==> src/rtl/imm_prefix_ext_pkg.sv <==
// Shared definitions for the prefixed immediate generator.
//   imm_src_e : ImmSrc encodings (110/111 reserved, decoded as "none")
//   W_*       : raw immediate field widths per format
//   PFX_W     : payload bits carried by one IMM-prefix instruction
package imm_prefix_ext_pkg;

  typedef enum logic [2:0] {
    IMM_NONE = 3'b000,
    IMM_I    = 3'b001,
    IMM_SB   = 3'b010,
    IMM_JL   = 3'b011,
    IMM_UI   = 3'b100,
    IMM_PFX  = 3'b101
  } imm_src_e;

  localparam int W_I   = 5;
  localparam int W_SB  = 5;
  localparam int W_JL  = 10;
  localparam int W_UI  = 5;
  localparam int W_MAX = 10;   // widest raw field (JL)
  localparam int PFX_W = 11;   // prefix payload, In[10:0]

endpackage

==> src/rtl/imm_field_sel.sv <==
// Raw immediate field extraction (combinational).
// Ports:
//   i_instr   [15:0]      instruction word
//   i_imm_src [2:0]       immediate format
//   o_field   [W_MAX-1:0] raw field F, right-aligned, upper bits zero
//   o_width   [3:0]       number of valid bits W in o_field
//   o_signed              1 = sign-extend from the combined MSB
module imm_field_sel
  import imm_prefix_ext_pkg::*;
(
  input  logic [15:0]      i_instr,
  input  logic [2:0]       i_imm_src,
  output logic [W_MAX-1:0] o_field,
  output logic [3:0]       o_width,
  output logic             o_signed
);

  always_comb begin
    // NOTE: every output gets a default before the case so no latch is inferred.
    o_field  = '0;
    o_width  = 4'(W_I);
    o_signed = 1'b0;
    case (imm_src_e'(i_imm_src))
      IMM_I: begin
        o_field  = W_MAX'(i_instr[15:11]);
        o_width  = 4'(W_I);
        o_signed = 1'b1;
      end
      IMM_SB: begin
        o_field  = W_MAX'({i_instr[15:14], i_instr[5:3]});
        o_width  = 4'(W_SB);
        o_signed = 1'b1;
      end
      IMM_JL: begin
        // In[15] lands in the MSB, so with no prefix it is the sign bit.
        o_field  = {i_instr[15], i_instr[10:6], i_instr[14:11]};
        o_width  = 4'(W_JL);
        o_signed = 1'b1;
      end
      IMM_UI: begin
        o_field  = W_MAX'(i_instr[15:11]);
        o_width  = 4'(W_UI);
        o_signed = 1'b0;
      end
      default: ;  // none, prefix and reserved carry no field
    endcase
  end

endmodule

==> src/rtl/imm_prefix_ext.sv <==
// Immediate generator with IMM-prefix accumulation, registered output.
// Prefix instructions shift their payload into an accumulator; the next
// immediate-using instruction prepends the accumulated bits to its own field.
// Ports:
//   clk, rst_n   clock (rising edge), asynchronous active-low reset
//   In [15:0]    instruction word
//   ImmSrc [2:0] format (none/I/SB/JL/UI/PREFIX, reserved = none)
//   in_valid     In/ImmSrc valid this cycle
//   stall        hold all state and outputs
//   flush        drop the current instruction and any pending prefix
//   Imm_Ext      registered immediate, XLEN bits
//   imm_valid    one-cycle pulse per accepted non-prefix instruction
//   pfx_pending  at least one prefix is held
//   pfx_err      one-cycle pulse on prefix overflow or orphaned prefix
module imm_prefix_ext #(
  parameter int XLEN    = 16,
  parameter int PFX_W   = imm_prefix_ext_pkg::PFX_W,
  parameter int PFX_MAX = 2
) (
  input  logic            clk,
  input  logic            rst_n,
  input  logic [15:0]     In,
  input  logic [2:0]      ImmSrc,
  input  logic            in_valid,
  input  logic            stall,
  input  logic            flush,
  output logic [XLEN-1:0] Imm_Ext,
  output logic            imm_valid,
  output logic            pfx_pending,
  output logic            pfx_err
);

  import imm_prefix_ext_pkg::imm_src_e;
  import imm_prefix_ext_pkg::IMM_I;
  import imm_prefix_ext_pkg::IMM_SB;
  import imm_prefix_ext_pkg::IMM_JL;
  import imm_prefix_ext_pkg::IMM_UI;
  import imm_prefix_ext_pkg::IMM_PFX;
  import imm_prefix_ext_pkg::W_MAX;

  localparam int ACC_W = PFX_MAX * PFX_W;
  localparam int V_W   = ACC_W + W_MAX;
  // Work wide enough for the largest combined value and for XLEN itself.
  localparam int EXT_W = (XLEN > V_W) ? XLEN : V_W;
  localparam int CNT_W = $clog2(PFX_MAX + 1);

  logic [ACC_W-1:0] r_acc;
  logic [CNT_W-1:0] r_k;
  logic [XLEN-1:0]  r_imm;
  logic             r_valid;
  logic             r_err;

  logic [W_MAX-1:0] w_field;
  logic [3:0]       w_width;
  logic             w_signed;
  logic [31:0]      w_acc_bits;
  logic [31:0]      w_nbits;
  logic [ACC_W-1:0] w_acc_live;
  logic [EXT_W-1:0] w_v;
  logic [EXT_W-1:0] w_v_msb;
  logic             w_sign;
  logic [EXT_W-1:0] w_ext;
  logic             w_pfx_full;

  imm_field_sel u_field_sel (
    .i_instr   (In),
    .i_imm_src (ImmSrc),
    .o_field   (w_field),
    .o_width   (w_width),
    .o_signed  (w_signed)
  );

  // Combined value V = {acc[k*PFX_W-1:0], F}; n = k*PFX_W + W bits long.
  assign w_acc_bits = 32'(r_k) * 32'(PFX_W);
  assign w_nbits    = w_acc_bits + 32'(w_width);
  // Shifting by the full ACC_W yields 0, so the mask becomes all ones at k=PFX_MAX.
  assign w_acc_live = r_acc & ((ACC_W'(1) << w_acc_bits) - ACC_W'(1));
  assign w_v        = (EXT_W'(w_acc_live) << w_width) | EXT_W'(w_field);
  assign w_v_msb    = w_v >> (w_nbits - 32'd1);
  assign w_sign     = w_signed & w_v_msb[0];
  assign w_ext      = w_sign ? (w_v | ~((EXT_W'(1) << w_nbits) - EXT_W'(1))) : w_v;
  assign w_pfx_full = (r_k == CNT_W'(PFX_MAX));

  // NOTE: sequential state uses non-blocking assignments so every register
  // samples the pre-edge values regardless of statement order.
  always_ff @(posedge clk or negedge rst_n) begin
    if (!rst_n) begin
      r_acc   <= '0;
      r_k     <= '0;
      r_imm   <= '0;
      r_valid <= 1'b0;
      r_err   <= 1'b0;
    end else if (flush) begin
      // Flush beats stall; Imm_Ext keeps its last value.
      r_acc   <= '0;
      r_k     <= '0;
      r_valid <= 1'b0;
      r_err   <= 1'b0;
    end else if (!stall) begin
      if (!in_valid) begin
        r_valid <= 1'b0;
        r_err   <= 1'b0;
      end else begin
        case (imm_src_e'(ImmSrc))
          IMM_PFX: begin
            // Oldest payload falls off the top when the accumulator is full.
            r_acc   <= (r_acc << PFX_W) | ACC_W'(In[PFX_W-1:0]);
            r_k     <= w_pfx_full ? r_k : r_k + CNT_W'(1);
            r_err   <= w_pfx_full;
            r_valid <= 1'b0;
          end
          IMM_I, IMM_SB, IMM_JL, IMM_UI: begin
            r_imm   <= w_ext[XLEN-1:0];
            r_valid <= 1'b1;
            r_err   <= 1'b0;
            r_acc   <= '0;
            r_k     <= '0;
          end
          default: begin
            // No immediate consumer: any held prefix is orphaned.
            r_imm   <= '0;
            r_valid <= 1'b1;
            r_err   <= (r_k != '0);
            r_acc   <= '0;
            r_k     <= '0;
          end
        endcase
      end
    end
  end

  assign Imm_Ext     = r_imm;
  assign imm_valid   = r_valid;
  assign pfx_pending = (r_k != '0);
  assign pfx_err     = r_err;

endmodule
==> config.mk <==
export PLATFORM = sky130hd
export DESIGN_NAME = imm_prefix_ext
export DESIGN_NICKNAME = d
export VERILOG_FILES = /design/src/rtl/imm_prefix_ext_pkg.sv /design/src/rtl/imm_field_sel.sv /design/src/rtl/imm_prefix_ext.sv
export SDC_FILE = /design/constraint.sdc
export NUM_CORES = 1
export LEC_CHECK = 0
export CAP_MARGIN = 30
export CORE_ASPECT_RATIO = 1.2
export CORE_MARGIN = 2
export CORE_UTILIZATION = 40
export CTS_CLUSTER_SIZE = 12
export DETAILED_ROUTE_END_ITERATION = 16
export PLACE_DENSITY = 0.74
export RECOVER_POWER = 25
export SLEW_MARGIN = 5
export SYNTH_ARGS = -nofsm -noshare
export SYNTH_HDL_FRONTEND = slang
export SYNTH_SLANG_ARGS = --single-unit
==> constraint.sdc <==
create_clock -name clk -period 3.9 [get_ports clk]
set_input_delay 0.78 -clock clk [delete_from_list [all_inputs] [get_ports clk]]
set_output_delay 0.78 -clock clk [all_outputs]
set_load 0.01 [all_outputs]
==> summary.md, run 1 <==
| Metric | Value |
|---|---|
| Power Density | 278 nW/um^2 |
| Count of cell types in the netlist | 69 |
| Antenna Cells | 0 |
| Tmin final | 3850 ps |
| Fin crit share | a little over nine tenths |
| Sequential power share | 40.2% |
| # hold bufs at CTS | 0 |
| Post-detail-place hpwl | 7140 um |
| Die Footprint | 8730 um^2 |
| Root Buffer | clkbuf_8 |
| Top-area cell type share of the netlist area | 32.9% |
| Kind of critical path | input port to flip-flop |
| Top post-synthesis cells by area | dfrtp_1, a22o_1, ha_1 |
| Combinational power share | 30.3% |
| Pre-antenna DRT Iters | 5 |
| CTS Sinks | 42 |
| RSZ-0062 raised after global routing | yes |
| Synthesis warning total | 0 |
| Initial antenna violation count | 0 |
| Worst skew pair latency | 300 ps |
| Total Neg Setup Slack | 0 ps |
| CP arrival | approximately 4000 ps |
| Startpoint types | input port |
| Die width | between 80 and 90 um |
| Footprint of the multi-input gates | approximately 2100 um^2 |
| H-Tree Level Count | 2 |
| Power Internal | 833 uW |
| Share of cells above drive strength 1 | 26.8% |
| Relative slew margins | -18.0% |
| I/O pins | 43 |
| Top_reg_cell synth | dfrtp_1 |
| Final net count | 452 |
| Clk pwr share | 29.5% |
| Worst slew pin tran | 1770 ps |
| Crit path capture type | flip-flop |
| Post-synth EDFFs | 0 |
| Status | finished, violations left |
| Die Ht | 102 um |
| Gpl congestion | 1.04 |
| Wirelength per Cell | between 15 and 20 um |
| Synth Register Bits | 42 |
| Starting DRT DRC Count | 261 |
| All-Layer GR Usage | 22.8% |
| Final hold violation count | 0 |
| Syn_area_per_cell | 9.60 um^2 |
| Synthesized instance count | 333 |
| Sequential area share after synthesis | approximately 33% |
| Clock slew at reported path FFs | about 80 ps |
| ANT nets after route | 0 |
| Register area | between 1000 and 1500 um^2 |
| Vias in the first global route | 2948 |
| CTS Buf Count | 5 |
| Async set-reset flop share out of synthesis | 100% |
| CTS tree | done |
| Net switching power | 364 uW |
| Final setup viols | 0 |
| Hold/Removal Path Class | input port to async pin |
| # placed instances | 486 |
| Max Cap Viol | 1 |
| Worst hold slack | 445 ps |
| Max Fanout on Critical Path | 6 |
| Clock skew | 7.51 ps |
| Most frequent cells in the layout | dfrtp_1, buf_4, clkdlybuf4s50_1 |
| Area delta synth->final | 34.6% |
| Tot Pwr | approximately 1.2 mW |
| Largest net degree at the start of global routing | 43 |
| FMAX | 0.260 GHz |
| # DRC | 0 |
| Core area | between 7000 and 8000 um^2 |
| Max VDD drop | 0.000217 V |
| First-pass GRT wire length | 15500 um |
| Total number of vias | approximately 3100 |
| GRT overflow | 0 |
| # fillers | a little under 700 |
| Failing checks | max-capacitance violations, max-slew violations |
| Slew Viols, Final | 33 |
| Row count | 35 |
| Post-Layout Inst Area | between 4000 and 5000 um^2 |
| Clock Tree Buf Depth | 2 |
| Syn nets | 376 |
| Post-detailed-placement cell area | between 3000 and 4000 um^2 |
| Via density | around 6.2 |
| Req. time, crit path | 4090 ps |
| Drt total wl | 9860 um |
| IO Port Bufs | 42 |
| Post-synth top area cell | dfrtp_1 |
| Synthesized area | 3200 um^2 |
| Layout Cells excl Fill | 502 |
| Initial core utilization | 41.5% |
| Leak Pwr | 1.86 nW |
| Switching share of power | a little over 30% |
-- sequential cells by signal, indices dropped and copies added (netlist names) --
| name | flops |
|---|---|
| Imm_Ext | 16 |
| imm_valid | 1 |
| pfx_err | 1 |
| r_acc | 22 |
| r_k | 2 |
-- cell type report --
cell class	instances	area share, %
Multi-Input combinational cell	257	49.5
Timing Repair Buffer	93	19.9
Inverter	10	0.959
Tap cell	92	2.67
Clock inverter	3	0.930
Clock buffer	5	1.60
Sequential cell	42	24.4
-- power by group through the flow --
| stage | logic, mW | registers (mW) | clock network, mW |
|---|---|---|---|
| finish | 0.363 | 0.481 | 0.354 |
| global route | 0.387 | 0.485 | 0.373 |
| CTS | 0.332 | 0.481 | 0.358 |
| detailed placement | 0.320 | 0.490 | 0 |
| global placement | 0.313 | 0.489 | 0 |
| floorplan | 0.150 | 0.500 | 0 |
-- metrics by stage --
step / setup slack (ps) / util [%]
final: 48.9 / 55.9
after global routing: -95.6 / 55.9
after CTS: -7.14 / 54.0
after detailed placement: -653 / 51.4
after global placement: -565 / 51.4
after floorplan: -331 / -
-- worst paths after layout --
check | start | to | slack [ps] | cells after the start
max in group asynchronous | rst_n | Imm_Ext[3] | 1410 | 2
min | rst_n | r_acc[8] | 440 | 1
max | ImmSrc[2] | Imm_Ext[5] | 50 | 17
min reg2reg | Imm_Ext[13] | Imm_Ext[13] | 510 | 2
min in group clk | Imm_Ext[13] | Imm_Ext[13] | 510 | 2
max reg2reg | r_k[0] | Imm_Ext[5] | 330 | 14
-- Yosys cell counts, drive strengths merged, types with 3 or more instances --
cell	count
mux2i	14
nand3	8
dfrtp	42
a21oi	24
nand2	28
xnor2	5
clkbuf	10
nand4	7
nor4	3
inv	9
fa	3
o221ai	4
o22ai	3
o31ai	3
nor3	12
buf	14
and4bb	4
xor2	4
a31oi	3
ha	16
nand2b	6
a211oi	5
a22o	24
and3	5
a2111oi	5
nor2b	3
o21ai	19
nor2	15
a22oi	5
-- per-layer routing --
metal	vias to the layer above	GRT usage (%)	routed length [um]	share of wire (%)
met5	-	0	0	0
met3	31	2.83	579	5.9
met1	1486	30.1	4060	41
met4	0	8.67	353	3.6
met2	164	38.3	4870	49
li1	1413	-	-	-
-- critical path: stages --
cell       delay (ps)
buf_6              90
nand3b_4          160
inv_4              70
fa_1              430
ha_2              200
fa_1              490
buf_6             170
nor3_4            190
buf_4             160
xor2_1             60
buf_4             160
o2111ai_1          90
o22ai_2           140
nor4_4            330
o21bai_2          140
buf_12            160
o31ai_1           240
-- repair_timing --
action	4_1_cts	5_1_grt
pin swaps	12	14
cloned	1	0
endpoints found under the setup margin	15	15
resized for setup	19	24
buffers inserted	4	2
hold endpoints to repair	0	0
-- kinds of logic after synthesis --
| logic type | synth area share [%] |
|---|---|
| compound gates | 25.2 |
| xor+xnor | 3.99 |
| fa+ha+maj | 8.14 |
| buf+inv | 5.36 |
| flops | 32.9 |
| mux | 5.91 |
| simple gates | 18.5 |
Power figures use the tool's default switching activity.
==> run 2, diff against run 1 <==
--- a/config.mk
+++ b/config.mk
@@ -6,7 +6,7 @@
 export NUM_CORES = 1
 export LEC_CHECK = 0
 export CAP_MARGIN = 30
-export CORE_ASPECT_RATIO = 1.2
+export CORE_ASPECT_RATIO = 0.5
 export CORE_MARGIN = 2
 export CORE_UTILIZATION = 40
 export CTS_CLUSTER_SIZE = 12
==> summary.md, run 2 (same netlist as run 1, synthesis figures left out) <==
| Metric | Value |
|---|---|
| CTS Buf Count | 5 |
| # DRC | 0 |
| Kind of critical path | input port to flip-flop |
| Initial core utilization | a little over two fifths |
| FMAX | 0.259 GHz |
| Clock slew at reported path FFs | ~60 ps |
| Pre-CTS setup slack | -659 ps |
| Final setup viols | 0 |
| Core area | 7540 um^2 |
| Drt total wl | 10000 um |
| Tot Pwr | 1.32 mW |
| Setup slack after layout | around 36 ps |
| Number of flip-flops in the largest register | 22 |
| Crit path capture type | flip-flop |
| Final hold violation count | 0 |
| Tmin final | 3860 ps |
| Fin crit share | between 90 and 100% |
| Vias in the first global route | roughly 3000 |
| # fillers | between 600 and 700 |
| Worst skew pair latency | 290 ps |
| Die Footprint | 8770 um^2 |
| Wirelength per Cell | 19.4 um |
| RSZ-0062 raised after global routing | yes |
| Gpl congestion | 0.998 |
| Starting DRT DRC Count | 354 |
| Pre-antenna DRT Iters | 6 |
| Leak Pwr | 1.87 nW |
| Post-detail-place hpwl | 7440 um |
| Max Fanout on Critical Path | 7 |
| Most frequent cells in the layout | buf_4, dfrtp_1, clkdlybuf4s50_1 |
| Row count | 22 |
| Die Ht | 67.2 um |
| Worst hold slack | around 500 ps |
| Largest register by flop count | r_acc |
| Final net count | 450 |
| First-pass GRT wire length | 15900 um |
| CTS Sinks | 42 |
| Initial antenna violation count | 0 |
| Worst slew pin tran | between 1000 and 1500 ps |
| Power Density | 305 nW/um^2 |
| Share of cells above drive strength 1 | 26.2% |
| Clock skew | 2.11 ps |
| # hold bufs at CTS | 0 |
| All-Layer GR Usage | 24.1% |
| Final core occ | approximately 57% |
| ANT nets after route | 0 |
| Most common cell after layout, fill and taps aside | buf_4 |
| H-Tree Level Count | 2 |
| CP arrival | 4060 ps |
| Layout Cells excl Fill | 516 |
| Antenna Cells | 0 |
| CTS tree | done |
| Slew Viols, Final | 0 |
| Root Buffer | clkbuf_16 |
| Register area | 1050 um^2 |
| # placed instances | 501 |
| Max Cap Viol | 0 |
| Largest net degree at the start of global routing | 43 |
| Status | completed |
| GRT overflow | 0 |
| Relative slew margins | approximately 19% |
| Footprint of the multi-input gates | 2140 um^2 |
| Req. time, crit path | 4100 ps |
| Max VDD drop | 0.000218 V |
| Die width | between 100 and 150 um |
| Hold/Removal Path Class | flip-flop to flip-flop |
| IO Port Bufs | 42 |
| I/O pins | 43 |
| Total number of vias | a little over 3000 |
| Clock Tree Buf Depth | 2 |
| Via density | approximately 6.0 |
| Startpoint types | input port |
| Area delta synth->final | 35.5% |
-- run 2: cell types whose count changed in the layout (fill, tap and decap cells not counted), sizes merged --
cell,previous run,this run
clkinvlp,0,2
buf,53,49
clkinv,3,1
clkbuf,7,9
-- run 2: stage by stage --
stage          instance area [um^2]  TNS, ps
2_1_floorplan                  3250    -4390
3_3_place_gp                   3970    -8760
3_5_place_dp                   3970    -9510
4_1_cts                        4270        0
5_1_grt                        4330    -1470
6_report                       4330        0
-- run 2: worst paths after layout --
path	from	end	slack, ps	cells past startpoint
worst max-delay path	ImmSrc[2]	Imm_Ext[3]	40	15
worst min-delay path	Imm_Ext[8]	Imm_Ext[8]	500	2
worst max register to register	r_k[0]	Imm_Ext[3]	380	12
worst min register to register	Imm_Ext[8]	Imm_Ext[8]	500	2
max in group asynchronous	rst_n	r_acc[17]	1560	2
min in group asynchronous	rst_n	r_acc[5]	680	1
-- run 2: critical path: stages --
cell and delay [ps]:
buf_6 90, nand3b_4 160, inv_4 60, fa_1 410, ha_2 200, fa_1 550
buf_6 160, xor2_4 270, nand2_2 140, o311ai_4 300, a211oi_2 80, nor4_4 340
o21bai_4 160, buf_4 160, o31ai_2 210
-- run 2: cell type report --
type	count	area share, %
Multi-Input combinational cell	257	49.4
Sequential cell	42	24.3
Timing Repair Buffer	91	18.3
Tap cell	108	3.12
Clock buffer	5	2.89
Clock inverter	3	1.04
Inverter	10	0.953
-- run 2: report_power, final --
group / internal [mW] / switching [mW] / total (mW)
sequential: 0.464 / 0.0183 / 0.482
clock: 0.302 / 0.180 / 0.482
combinational: 0.178 / 0.178 / 0.356
-- run 2: routing by layer --
layer	wire, um	track usage (%)	share of wire [%]	up-vias
li1	-	-	-	1413
met1	4700	34.5	47	1510
met2	4450	37.9	44	147
met3	774	4.44	7.7	13
met4	107	6.12	1.1	0
met5	0	0	0	-
-- run 2: what timing repair did --
action / in CTS / in global routing
pin swaps: 9 / 16
setup endpoints to repair: 15 / 15
resized for setup: 26 / 14
buffers inserted: 2 / 4
==> run 3, diff against run 2 <==
--- a/config.mk
+++ b/config.mk
@@ -9,11 +9,13 @@
 export CORE_ASPECT_RATIO = 0.5
 export CORE_MARGIN = 2
 export CORE_UTILIZATION = 40
+export CTS_BUF_LIST = sky130_fd_sc_hd__clkbuf_8
 export CTS_CLUSTER_SIZE = 12
 export DETAILED_ROUTE_END_ITERATION = 16
-export PLACE_DENSITY = 0.74
+export PLACE_DENSITY = 0.72
 export RECOVER_POWER = 25
 export SLEW_MARGIN = 5
 export SYNTH_ARGS = -nofsm -noshare
 export SYNTH_HDL_FRONTEND = slang
+export SYNTH_HIERARCHICAL = 1
 export SYNTH_SLANG_ARGS = --single-unit
==> summary.md, run 3 <==
| Metric | Value |
|---|---|
| Status | finished, violations left |
| Failing checks | max-capacitance violations, max-slew violations, negative setup slack |
| Total Neg Setup Slack | -484 ps |
| All-Layer GR Usage | 24.5% |
| Total number of vias | about 4700 |
| Most frequent cells in the layout | buf_4, dfrtp_1, clkdlybuf4s50_1 |
| Post-synth top cells | dfrtp_1, nor2_1, nand2_1 |
| Die width | 152 um |
| RSZ-0062 raised after global routing | yes |
| Worst slew pin tran | 2040 ps |
| Slew Viols, Final | 39 |
| Hold/Removal Path Class | input port to async pin |
| Area delta synth->final | 37.5% |
| Number of flip-flops in the largest register | 22 |
| Compound-gate portion of the synthesized area | about 25% |
| Initial core utilization | about 42% |
| Worst skew pair latency | 300 ps |
| # fillers | 872 |
| CP max stage cell | fa_1 |
| Die Footprint | approximately 12000 um^2 |
| Via density | 6.07 |
| Clock Tree Buf Depth | 2 |
| Final setup viols | 12 |
| Gpl congestion | about 0.91 |
| Row count | 26 |
| Tmin final | 3980 ps |
| I/O pins | 43 |
| Final net count | 678 |
| Top-area cell type share of the netlist area | 23.9% |
| Max Fanout on Critical Path | 5 |
| Clock slew at reported path FFs | around 80 ps |
| Async set-reset flop share out of synthesis | 100% |
| # hold bufs at CTS | 0 |
| Footprint of the multi-input gates | 3270 um^2 |
| Leak Pwr | 2.58 nW |
| Core area | roughly 10000 um^2 |
| Synthesized instance count | ~520 |
| # placed instances | 760 |
| Die Ht | 78.1 um |
| Fin crit share | 102% |
| Post-detail-place hpwl | 10900 um |
| Largest register by flop count | r_acc |
| Post-Synth Adder-Cell Area | 4.62% |
| Synth Register Bits | 42 |
| Top post-synthesis cells by area | dfrtp_1, mux2i_1, mux4_2 |
| GRT overflow | 0 |
| Sequential area share after synthesis | 23.9% |
| Syn nets | 560 |
| Antenna Cells | 0 |
| CP cell instances | buf_6 > and3b_2 > inv_2 > fa_1 > inv_2 > ha_4 > fa_2 > buf_12 > buf_4 > xnor2_4 > o311ai_2 > a211oi_1 > or4_1 > and4_4 > nor2b_1 > a211o_1 |
| Share of cells above drive strength 1 | 28.3% |
| Root Buffer | clkbuf_8 |
| CP arrival | between 4000 and 5000 ps |
| H-Tree Level Count | 2 |
| Vias in the first global route | 4355 |
| Most common cell after layout, fill and taps aside | buf_4 |
| Synthesis warning total | 6 |
| Initial antenna violation count | 0 |
| Drt total wl | ~15000 um |
| Mux contribution to synthesized area | 13.6% |
| First-pass GRT wire length | 23400 um |
| Power Density | 207 nW/um^2 |
| ANT nets after route | 0 |
| FMAX | between 0.2 and 0.3 GHz |
| Clock skew | about 5.1 ps |
| Kind of critical path | input port to flip-flop |
| CTS Sinks | 42 |
| Final core occ | 57.8% |
| Count of cell types in the netlist | 69 |
| Top cell by count, worst path | inv_2 |
| Starting DRT DRC Count | between 500 and 600 |
| Most frequent cell after synthesis | dfrtp_1 |
| Register area | roughly 1100 um^2 |
| Top_reg_cell synth | dfrtp_1 |
| Relative slew margins | -36.3% |
| Max Cap Viol | 1 |
| Setup slack after layout | -75.6 ps |
| Largest net degree at the start of global routing | 43 |
| Largest family of logic cells by synthesized area | compound AO/OA/AOI/OAI gates |
| Final hold violation count | 0 |
| Post-synth top area cell | dfrtp_1 |
| Pre-antenna DRT Iters | 6 |
| IO Port Bufs | 42 |
| CTS tree | done |
| Wirelength per Cell | between 15 and 20 um |
| # DRC | 0 |
| Syn_area_per_cell | 8.43 um^2 |
| Req. time, crit path | 4090 ps |
| Crit path capture type | flip-flop |
| Synthesized area | 4390 um^2 |
| Post-Synth XOR/XNOR Area | approximately 2% |
| Layout Cells excl Fill | 779 |
| Max incr delay on CP | 490 ps |
| Max VDD drop | 0.000154 V |
| Startpoint types | input port |
| Post-synth EDFFs | 0 |
| CTS Buf Count | 5 |
| Synth Area in Simple Gates | 24.2% |
-- run 3: changes by cell type in the layout (fill, tap and decap cells not counted), sizes merged, moves of 7 or more --
cell    delta
and2       +8
buf       +68
inv        +7
mux2       +9
mux2i     +13
mux4       +8
nand3     +13
nor2      +20
nor2b      +7
nor4      +10
o211ai    +12
o21ai      +8
-- run 3: timing repair --
action | 4_1_cts | 5_1_grt
endpoints found under the setup margin | 15 | 15
setup buffers | 5 | 4
cloned | 2 | 0
resized for setup | 24 | 11
pin swaps | 20 | 16
-- run 3: power by group --
part           total (mW)  internal [mW]  switching [mW]
Sequential          0.468          0.455          0.0134
Clock               0.350          0.205           0.146
Combinational       0.431          0.216           0.215
Total                1.25          0.875           0.374
-- run 3: cells by family after synthesis --
logic type / after synthesis
adder cells (fa/ha/maj): 15
XOR/XNOR: 10
multiplexers: 47
AND/OR/NAND/NOR: 189
AO/OA/AOI/OAI: 152
buffers and inverters: 66
flip-flops: 42
-- run 3: layout make-up --
class,instances,share of cell area (%)
inverter,18,1.20
clock buffer,6,1.37
timing repair buffer,158,22.4
clock inverter,1,0.497
tap,140,2.90
sequential,42,17.4
multi-input combinational,414,54.2
-- run 3: metal layers --
metal / vias up / GRT usage (%) / wire [um]
met2: 240 / 38.1 / 6380
met3: 30 / 4.80 / 1200
met5: - / 0 / 0
li1: 2220 / - / -
met1: 2239 / 35.2 / 6690
met4: 0 / 6.26 / 306
-- run 3: path summary, 6_finish.rpt --
path | from | end | slack [ps] | cells past startpoint
max in group asynchronous | rst_n | r_acc[14] | 1400 | 2
max | ImmSrc[2] | Imm_Ext[7] | -80 | 16
max reg2reg | r_k[0] | Imm_Ext[9] | 190 | 15
min reg2reg | Imm_Ext[0] | Imm_Ext[0] | 490 | 2
min in group clk | Imm_Ext[0] | Imm_Ext[0] | 490 | 2
min | rst_n | pfx_err | 300 | 1
-- run 3: worst max-delay path, delay by kind of cell --
family                   cells  cell delay [ps]
AO/OA/AOI/OAI                3              540
XOR/XNOR                     1              150
adder cells (fa/ha/maj)      3             1100
buffers and inverters        5              490
AND/OR/NAND/NOR              4             1090
-- run 3: metrics by stage --
step	hold slack [ps]	instance area (um^2)	setup WS, ps	power (mW)
after CTS	495	5950	-107	1.24
after floorplan	484	4650	-980	0.698
final	298	6040	-75.6	1.25
after detailed placement	477	5680	-779	0.872
after global routing	300	6040	-171	1.31
after global placement	468	5680	-766	0.866
